### src/rtl/cordic_share_arbiter_if.sv
// -----------------------------------------------------------------------------
// cordic_share_arbiter_if
// Bundles the two requester handshakes and the CORDIC core data path that the
// arbiter sits between.
//   req0/1_valid, req0/1_dataa : requester operand offer (held until ready)
//   req0/1_ready               : operand accepted this cycle
//   rsp0/1_valid, rsp0/1_result: one-cycle result pulse, result held between
//   core_dataa / core_result   : operand to / result from the pipelined core
//   busy                       : at least one operation in flight
// Modports: slave = arbiter side, master = requester/core side.
// -----------------------------------------------------------------------------
interface cordic_share_arbiter_if;
  logic        req0_valid;
  logic [31:0] req0_dataa;
  logic        req0_ready;
  logic        rsp0_valid;
  logic [31:0] rsp0_result;
  logic        req1_valid;
  logic [31:0] req1_dataa;
  logic        req1_ready;
  logic        rsp1_valid;
  logic [31:0] rsp1_result;
  logic [31:0] core_dataa;
  logic [31:0] core_result;
  logic        busy;

  modport slave (
    input  req0_valid, req0_dataa, req1_valid, req1_dataa, core_result,
    output req0_ready, rsp0_valid, rsp0_result,
    output req1_ready, rsp1_valid, rsp1_result,
    output core_dataa, busy
  );

  modport master (
    output req0_valid, req0_dataa, req1_valid, req1_dataa, core_result,
    input  req0_ready, rsp0_valid, rsp0_result,
    input  req1_ready, rsp1_valid, rsp1_result,
    input  core_dataa, busy
  );
endinterface

### src/rtl/cordic_share_arbiter.sv
// -----------------------------------------------------------------------------
// cordic_share_arbiter
// Shares one fully pipelined CORDIC core (latency LAT) between two requesters.
// One operand is issued per cycle; each issue is tracked through a LAT-deep
// {valid, tag} shift register so the core result is routed back to the
// requester that issued it, in issue order.
//
// Ports:
//   clk  : clock, rising edge
//   rst  : synchronous, active-low reset
//   bus  : cordic_share_arbiter_if.slave (requester handshakes, core path, busy)
//
// Parameters:
//   LAT     : core latency in cycles (>= 1)
//   MAX_OUT : maximum outstanding operations per requester (1..LAT+1)
//
// Configuration macro:
//   CORDIC_ARB_FIXED_PRIO_EN : when defined, requester 0 always wins contention
//                              and the last-grant pointer is removed; otherwise
//                              contention is resolved round-robin.
// -----------------------------------------------------------------------------
module cordic_share_arbiter #(
  parameter int LAT     = 16,
  parameter int MAX_OUT = 4
) (
  input logic                   clk,
  input logic                   rst,
  cordic_share_arbiter_if.slave bus
);

  localparam int CW = $clog2(MAX_OUT + 1);

  // Requester signals gathered into arrays so per-requester logic is generated.
  logic        req_valid [2];
  logic [31:0] req_dataa [2];
  logic        elig      [2];
  logic [1:0]  grant;
  logic        transfer;
  logic        grant_idx;

  logic [CW-1:0] cnt_reg        [2];
  logic          rsp_valid_reg  [2];
  logic [31:0]   rsp_result_reg [2];

  logic stg_valid_reg [LAT];
  logic stg_tag_reg   [LAT];
  logic stg_any;

  assign req_valid[0] = bus.req0_valid;
  assign req_valid[1] = bus.req1_valid;
  assign req_dataa[0] = bus.req0_dataa;
  assign req_dataa[1] = bus.req1_dataa;

  // ---------------------------------------------------------------------------
  // Arbitration
  // ---------------------------------------------------------------------------
`ifndef CORDIC_ARB_FIXED_PRIO_EN
  // Index of the requester granted on the most recent transfer.
  logic last_reg;
`endif

  always_comb begin
    grant = 2'b00;
    // No grants while reset is asserted, whatever the valids say.
    if (rst) begin
      if (elig[0] && elig[1]) begin
`ifdef CORDIC_ARB_FIXED_PRIO_EN
        grant = 2'b01;
`else
        grant = last_reg ? 2'b01 : 2'b10;
`endif
      end else if (elig[0]) begin
        grant = 2'b01;
      end else if (elig[1]) begin
        grant = 2'b10;
      end
    end
  end

  assign transfer  = grant[0] | grant[1];
  assign grant_idx = grant[1];

`ifndef CORDIC_ARB_FIXED_PRIO_EN
  always_ff @(posedge clk) begin
    if (!rst) begin
      last_reg <= 1'b1;   // requester 0 wins the first contention
    end else if (transfer) begin
      last_reg <= grant_idx;
    end
  end
`endif

  assign bus.core_dataa = grant[0] ? req_dataa[0] :
                          grant[1] ? req_dataa[1] : 32'h0;

  // ---------------------------------------------------------------------------
  // Per-requester eligibility, outstanding count and response capture
  // ---------------------------------------------------------------------------
  generate
    for (genvar gi = 0; gi < 2; gi++) begin : g_req
      // The count only drops after the response pulse has been seen, so a
      // requester at its limit stays blocked through the pulse cycle.
      assign elig[gi] = req_valid[gi] && (cnt_reg[gi] < CW'(MAX_OUT));

      always_ff @(posedge clk) begin
        if (!rst) begin
          cnt_reg[gi] <= '0;
        end else begin
          case ({grant[gi], rsp_valid_reg[gi]})
            2'b10:   cnt_reg[gi] <= cnt_reg[gi] + 1'b1;
            2'b01:   cnt_reg[gi] <= cnt_reg[gi] - 1'b1;
            default: cnt_reg[gi] <= cnt_reg[gi];
          endcase
        end
      end

      // Last tracking stage lines up with the core result for that issue.
      always_ff @(posedge clk) begin
        if (!rst) begin
          rsp_valid_reg[gi]  <= 1'b0;
          rsp_result_reg[gi] <= 32'h0;
        end else begin
          rsp_valid_reg[gi] <= stg_valid_reg[LAT-1] && (stg_tag_reg[LAT-1] == 1'(gi));
          if (stg_valid_reg[LAT-1] && (stg_tag_reg[LAT-1] == 1'(gi))) begin
            rsp_result_reg[gi] <= bus.core_result;
          end
        end
      end
    end
  endgenerate

  assign bus.req0_ready  = grant[0];
  assign bus.req1_ready  = grant[1];
  assign bus.rsp0_valid  = rsp_valid_reg[0];
  assign bus.rsp1_valid  = rsp_valid_reg[1];
  assign bus.rsp0_result = rsp_result_reg[0];
  assign bus.rsp1_result = rsp_result_reg[1];

  // ---------------------------------------------------------------------------
  // In-flight tracking: stage k holds the issue from k+1 cycles ago
  // ---------------------------------------------------------------------------
  always_ff @(posedge clk) begin
    if (!rst) begin
      stg_valid_reg[0] <= 1'b0;
      stg_tag_reg[0]   <= 1'b0;
    end else begin
      stg_valid_reg[0] <= transfer;
      stg_tag_reg[0]   <= grant_idx;
    end
  end

  generate
    for (genvar gi = 1; gi < LAT; gi++) begin : g_stage
      always_ff @(posedge clk) begin
        if (!rst) begin
          stg_valid_reg[gi] <= 1'b0;
          stg_tag_reg[gi]   <= 1'b0;
        end else begin
          stg_valid_reg[gi] <= stg_valid_reg[gi-1];
          stg_tag_reg[gi]   <= stg_tag_reg[gi-1];
        end
      end
    end
  endgenerate

  always_comb begin
    stg_any = 1'b0;
    for (int i = 0; i < LAT; i++) begin
      stg_any = stg_any | stg_valid_reg[i];
    end
  end

  assign bus.busy = stg_any | transfer;

endmodule

### src/flat_wrapper.sv
// flat-port wrapper written by rule: the top's interface ports become plain ports
module cordic_share_arbiter_flat 
#(
  parameter int LAT     = 16,
  parameter int MAX_OUT = 4
)
  (clk, rst, bus_req0_valid, bus_req0_dataa, bus_req1_valid, bus_req1_dataa, bus_core_result, bus_req0_ready, bus_rsp0_valid, bus_rsp0_result, bus_req1_ready, bus_rsp1_valid, bus_rsp1_result, bus_core_dataa, bus_busy);
  cordic_share_arbiter_if bus_i ();
  input logic clk;
  input logic rst;
  input wire logic [$bits(bus_i.req0_valid)-1:0] bus_req0_valid;
  input wire logic [$bits(bus_i.req0_dataa)-1:0] bus_req0_dataa;
  input wire logic [$bits(bus_i.req1_valid)-1:0] bus_req1_valid;
  input wire logic [$bits(bus_i.req1_dataa)-1:0] bus_req1_dataa;
  input wire logic [$bits(bus_i.core_result)-1:0] bus_core_result;
  output wire logic [$bits(bus_i.req0_ready)-1:0] bus_req0_ready;
  output wire logic [$bits(bus_i.rsp0_valid)-1:0] bus_rsp0_valid;
  output wire logic [$bits(bus_i.rsp0_result)-1:0] bus_rsp0_result;
  output wire logic [$bits(bus_i.req1_ready)-1:0] bus_req1_ready;
  output wire logic [$bits(bus_i.rsp1_valid)-1:0] bus_rsp1_valid;
  output wire logic [$bits(bus_i.rsp1_result)-1:0] bus_rsp1_result;
  output wire logic [$bits(bus_i.core_dataa)-1:0] bus_core_dataa;
  output wire logic [$bits(bus_i.busy)-1:0] bus_busy;
  assign bus_i.req0_valid = bus_req0_valid;
  assign bus_i.req0_dataa = bus_req0_dataa;
  assign bus_i.req1_valid = bus_req1_valid;
  assign bus_i.req1_dataa = bus_req1_dataa;
  assign bus_i.core_result = bus_core_result;
  assign bus_req0_ready = bus_i.req0_ready;
  assign bus_rsp0_valid = bus_i.rsp0_valid;
  assign bus_rsp0_result = bus_i.rsp0_result;
  assign bus_req1_ready = bus_i.req1_ready;
  assign bus_rsp1_valid = bus_i.rsp1_valid;
  assign bus_rsp1_result = bus_i.rsp1_result;
  assign bus_core_dataa = bus_i.core_dataa;
  assign bus_busy = bus_i.busy;
  cordic_share_arbiter #(.LAT(LAT), .MAX_OUT(MAX_OUT)) u_core (.clk(clk), .rst(rst), .bus(bus_i));
endmodule
### config.mk
export PLATFORM = sky130hd
export DESIGN_NAME = cordic_share_arbiter_flat
export DESIGN_NICKNAME = d
export VERILOG_FILES = /design/src/rtl/cordic_share_arbiter_if.sv /design/src/rtl/cordic_share_arbiter.sv /design/src/flat_wrapper.sv
export SDC_FILE = /design/constraint.sdc
export NUM_CORES = 1
export LEC_CHECK = 0
export ABC_CLOCK_PERIOD_IN_PS = 9900
export BUFFER_PORTS_ARGS = -buffer_cell sky130_fd_sc_hd__buf_2
export CELL_PAD_IN_SITES_DETAIL_PLACEMENT = 1
export CELL_PAD_IN_SITES_GLOBAL_PLACEMENT = 1
export CORE_MARGIN = 2
export CORE_UTILIZATION = 38
export DETAILED_ROUTE_END_ITERATION = 10
export PLACE_DENSITY_LB_ADDON = 0.08
export SLEW_MARGIN = 20
export SYNTH_ARGS = -nofsm -noshare
export SYNTH_HDL_FRONTEND = slang
export SYNTH_SLANG_ARGS = --single-unit
### constraint.sdc
create_clock -name clk -period 9.9 [get_ports clk]
set_input_delay 1.98 -clock clk [delete_from_list [all_inputs] [get_ports clk]]
set_output_delay 1.98 -clock clk [all_outputs]
set_load 0.05 [all_outputs]
==> parameters.txt <==
Parameter                              Value

Status
  Result of the run    completed

Pwr
  Total power    892.5 uW
  IR Drop Worst-Case VDD    around 64 uV
  Leak pwr    around 2.6 nW
  Power density cells    ~160 nW/um2

Routing
  Via Count    3034
  Drc violations    0
  Number of detailed-route iterations in the first pass    4
  WL final    9557 um
  Drt wl/cell    roughly 15 um
  Detail-routed via count per cell    4.682
  Violation count after the first detailed-routing iteration    80
  Antenna viol nets, final    0

STA
  Final Hold Slack    0.4404 ns
  Tcrit/Tclk final    56.32%
  Clock tree skew after final layout    0.005646 ns
  Setup repair after global routing missed its margin    no
  # setup viols final    0
  Final hold violation count    0
  Final period demand of the worst path    5.575 ns
  Slew Limit Headroom    29.58%
  Achievable clock frequency    roughly 0.18 GHz
  Final total negative setup slack    0 ns
  Count of final max-slew check failures    0
  Tightest Pin Transition    1.052 ns

Clocking
  CTS resizes    0
  Clock root cell    sky130_fd_sc_hd__clkbuf_8
  Postcts setup bufs    0
  CTS max path bufs    2
  CTS sink count    105
  Clock transition at the register clock pins on the worst setup and hold paths after CTS    0.09 ns
  Number of buffers created by CTS    9
  Worst-Skew Late Latency    0.37 ns
  # H-tree levels    3
  CTS tree    done
  CTS Hold Bufs    0

Die
  Starting Density    38.65%
  I/O pin count    201
  Die ar.    about 12000 um2
  Row count    38
  Std-Cell Core Area    between 10000 and 15000 um2
  Vertical die dimension    about 110 um
  Horizontal die dimension    108.5 um

Layout
  Most frequent cells in the layout    200 x sky130_fd_sc_hd__buf_2, 94 x sky130_fd_sc_hd__and2_1, 70 x sky130_fd_sc_hd__edfxtp_1
  Layout cells sized above 1    43.90%
  # diodes    0
  Finished Cell Area    5480 um2
  Final core utilization    51.00%
  Largest register FFs    64
  Layout-stage area growth over the synthesis result    31.97%
  Fin nets    just over 600
  Most frequent standard cell in the layout excluding fill and tap cells    sky130_fd_sc_hd__buf_2

Synthesis
  Area of the mapped netlist    4153 um2
  Number of register bits inferred by synthesis    105
  Synth Warn #    0
  Net count after synthesis    between 400 and 500
  Gate Count Post-Synth    between 300 and 400
  Register area share after synthesis    a little under 70%
  Synth unique cells    30
  Post-synthesis average cell area    13.57 um2

GRT
  Number of antenna violations at the first check in global routing    0
  Via count of the first global-routing pass    about 3.0k
  Maximum number of pins on one net before global-route repair    46
  Total global routing overflow    0
  First-pass GRT wire length    about 14000 um
  GR Util All Layers    around 16%

Hold path
  Min-Delay Startpoint    u_core.stg_tag_reg[0][0]$_DFF_P_
  Worst hold path class    reg -> reg

Critical path
  Reg-to-reg critical path startpoint    u_core.cnt_reg[0][2]$_DFFE_PP_
  Critical Path End Type    output port
  Sort of element at the start of the critical path    input pin
  Worst setup startpoint    rst
  Minimum setup slack among reg-to-reg paths    7.10 ns
  Max FO, Critical Path    45
  Critical path endpoint    bus_core_dataa[15]
  Worst reg-to-reg path cell count    10
  Capturing point of the worst reg2reg path    u_core.cnt_reg[1][2]$_SDFFCE_PP0P_
  Arrival @ worst endpoint    3.60 ns
  Type of the worst setup path    in -> out
  Critical path required time    7.92 ns

Placed design
  HPWL after DPL    around 6900 um
  Cell Area, Placed    5271 um2
  Weighted congestion reported at the end of routability-driven placement    slightly above 0.7
  Port Buffers    200

Flow run
  Number of max-cap violations    0
-- Yosys cell counts (all sizes together) --
cell type | instances | share of area [%]
inv | 10 | 0.90
or2 | 1 | 0.15
a22oi | 1 | 0.18
nor4 | 4 | 0.60
or3b | 1 | 0.21
or3 | 2 | 0.30
a22o | 32 | 6.7
edfxtp | 70 | 51
o211ai | 1 | 0.18
nand2 | 5 | 0.45
nand3b | 1 | 0.18
ha | 6 | 1.8
mux2i | 1 | 0.24
a21oi | 1 | 0.21
nor2 | 6 | 0.54
fa | 1 | 0.48
nor3b | 1 | 0.18
o21ai | 3 | 0.36
a21boi | 1 | 0.18
dfxtp | 35 | 17
and2 | 94 | 14
and3 | 2 | 0.42
xor2 | 3 | 0.63
clkbuf | 11 | 0.99
buf | 7 | 1.4
nor2b | 4 | 0.60
nand4 | 1 | 0.15
o31ai | 1 | 0.18
-- kinds of logic after synthesis --
| logic type | after synthesis | share of synthesized area [%] |
|---|---|---|
| and+or+nand+nor | 122 | 17.96 |
| muxes | 1 | 0.2410 |
| xor gates and xnor gates | 3 | 0.6328 |
| AOI/OAI and AO/OA | 40 | 8.045 |
| DFF | 105 | 67.49 |
| buffers and inverters | 28 | 3.344 |
| adders and majority gates | 7 | 2.290 |
-- per-layer routing --
metal / share of wire (%) / wire (um) / GRT usage [%]
met5: 0 / 0 / 0
met4: 1.7 / 163 / 7.692
met3: 7.9 / 752 / 3.436
met2: 51 / 4848 / 27.90
met1: 40 / 3792 / 18.77
-- metrics by stage --
stage	worst slack (ns)	cells
floorplan	4.481	306
global placement	4.329	632
detailed placement	4.289	632
CTS	4.282	648
global route	4.138	648
finish	4.325	648
-- area by class of cell --
cell class | instances | area (um2)
clock buffer | 12 | 156.4
clock inverter | 4 | 52.55
fill | 1236 | 5265
inverter | 10 | 37.54
multi-input combinational | 173 | 1225
sequential | 105 | 2803
tap | 140 | 175.2
timing repair buffer | 204 | 1031
-- report_power, final --
part / total (mW) / switching, mW / internal [mW] / leakage (nW)
clock network: 0.275 / 0.142 / 0.133 / 0.106
logic: 0.135 / 0.0972 / 0.0378 / 1.46
registers: 0.482 / 0.00417 / 0.478 / 1.00
-- worst min-delay path by stage --
| stage | endpoint | slack [ns] | cells past startpoint |
|---|---|---|---|
| global route | u_core.stg_tag_reg[1][3]$_DFF_P_ | 0.46 | 1 |
| detailed placement | u_core.stg_tag_reg[0][1]$_DFF_P_ | 0.42 | 1 |
| finish | u_core.stg_tag_reg[0][1]$_DFF_P_ | 0.44 | 1 |
| global placement | u_core.stg_tag_reg[0][6]$_DFF_P_ | 0.41 | 1 |
| CTS | u_core.stg_tag_reg[1][5]$_DFF_P_ | 0.45 | 1 |
| floorplan | u_core.stg_tag_reg[0][1]$_DFF_P_ | 0.41 | 1 |
-- critical path, stage by stage --
cell and delay [ns]:
sky130_fd_sc_hd__buf_2 0.47, sky130_fd_sc_hd__nand3b_1 0.17, sky130_fd_sc_hd__a21oi_2 0.13, sky130_fd_sc_hd__buf_4 0.35, sky130_fd_sc_hd__a22o_1 0.21, sky130_fd_sc_hd__buf_2 0.26
Power figures use the tool's default switching activity.
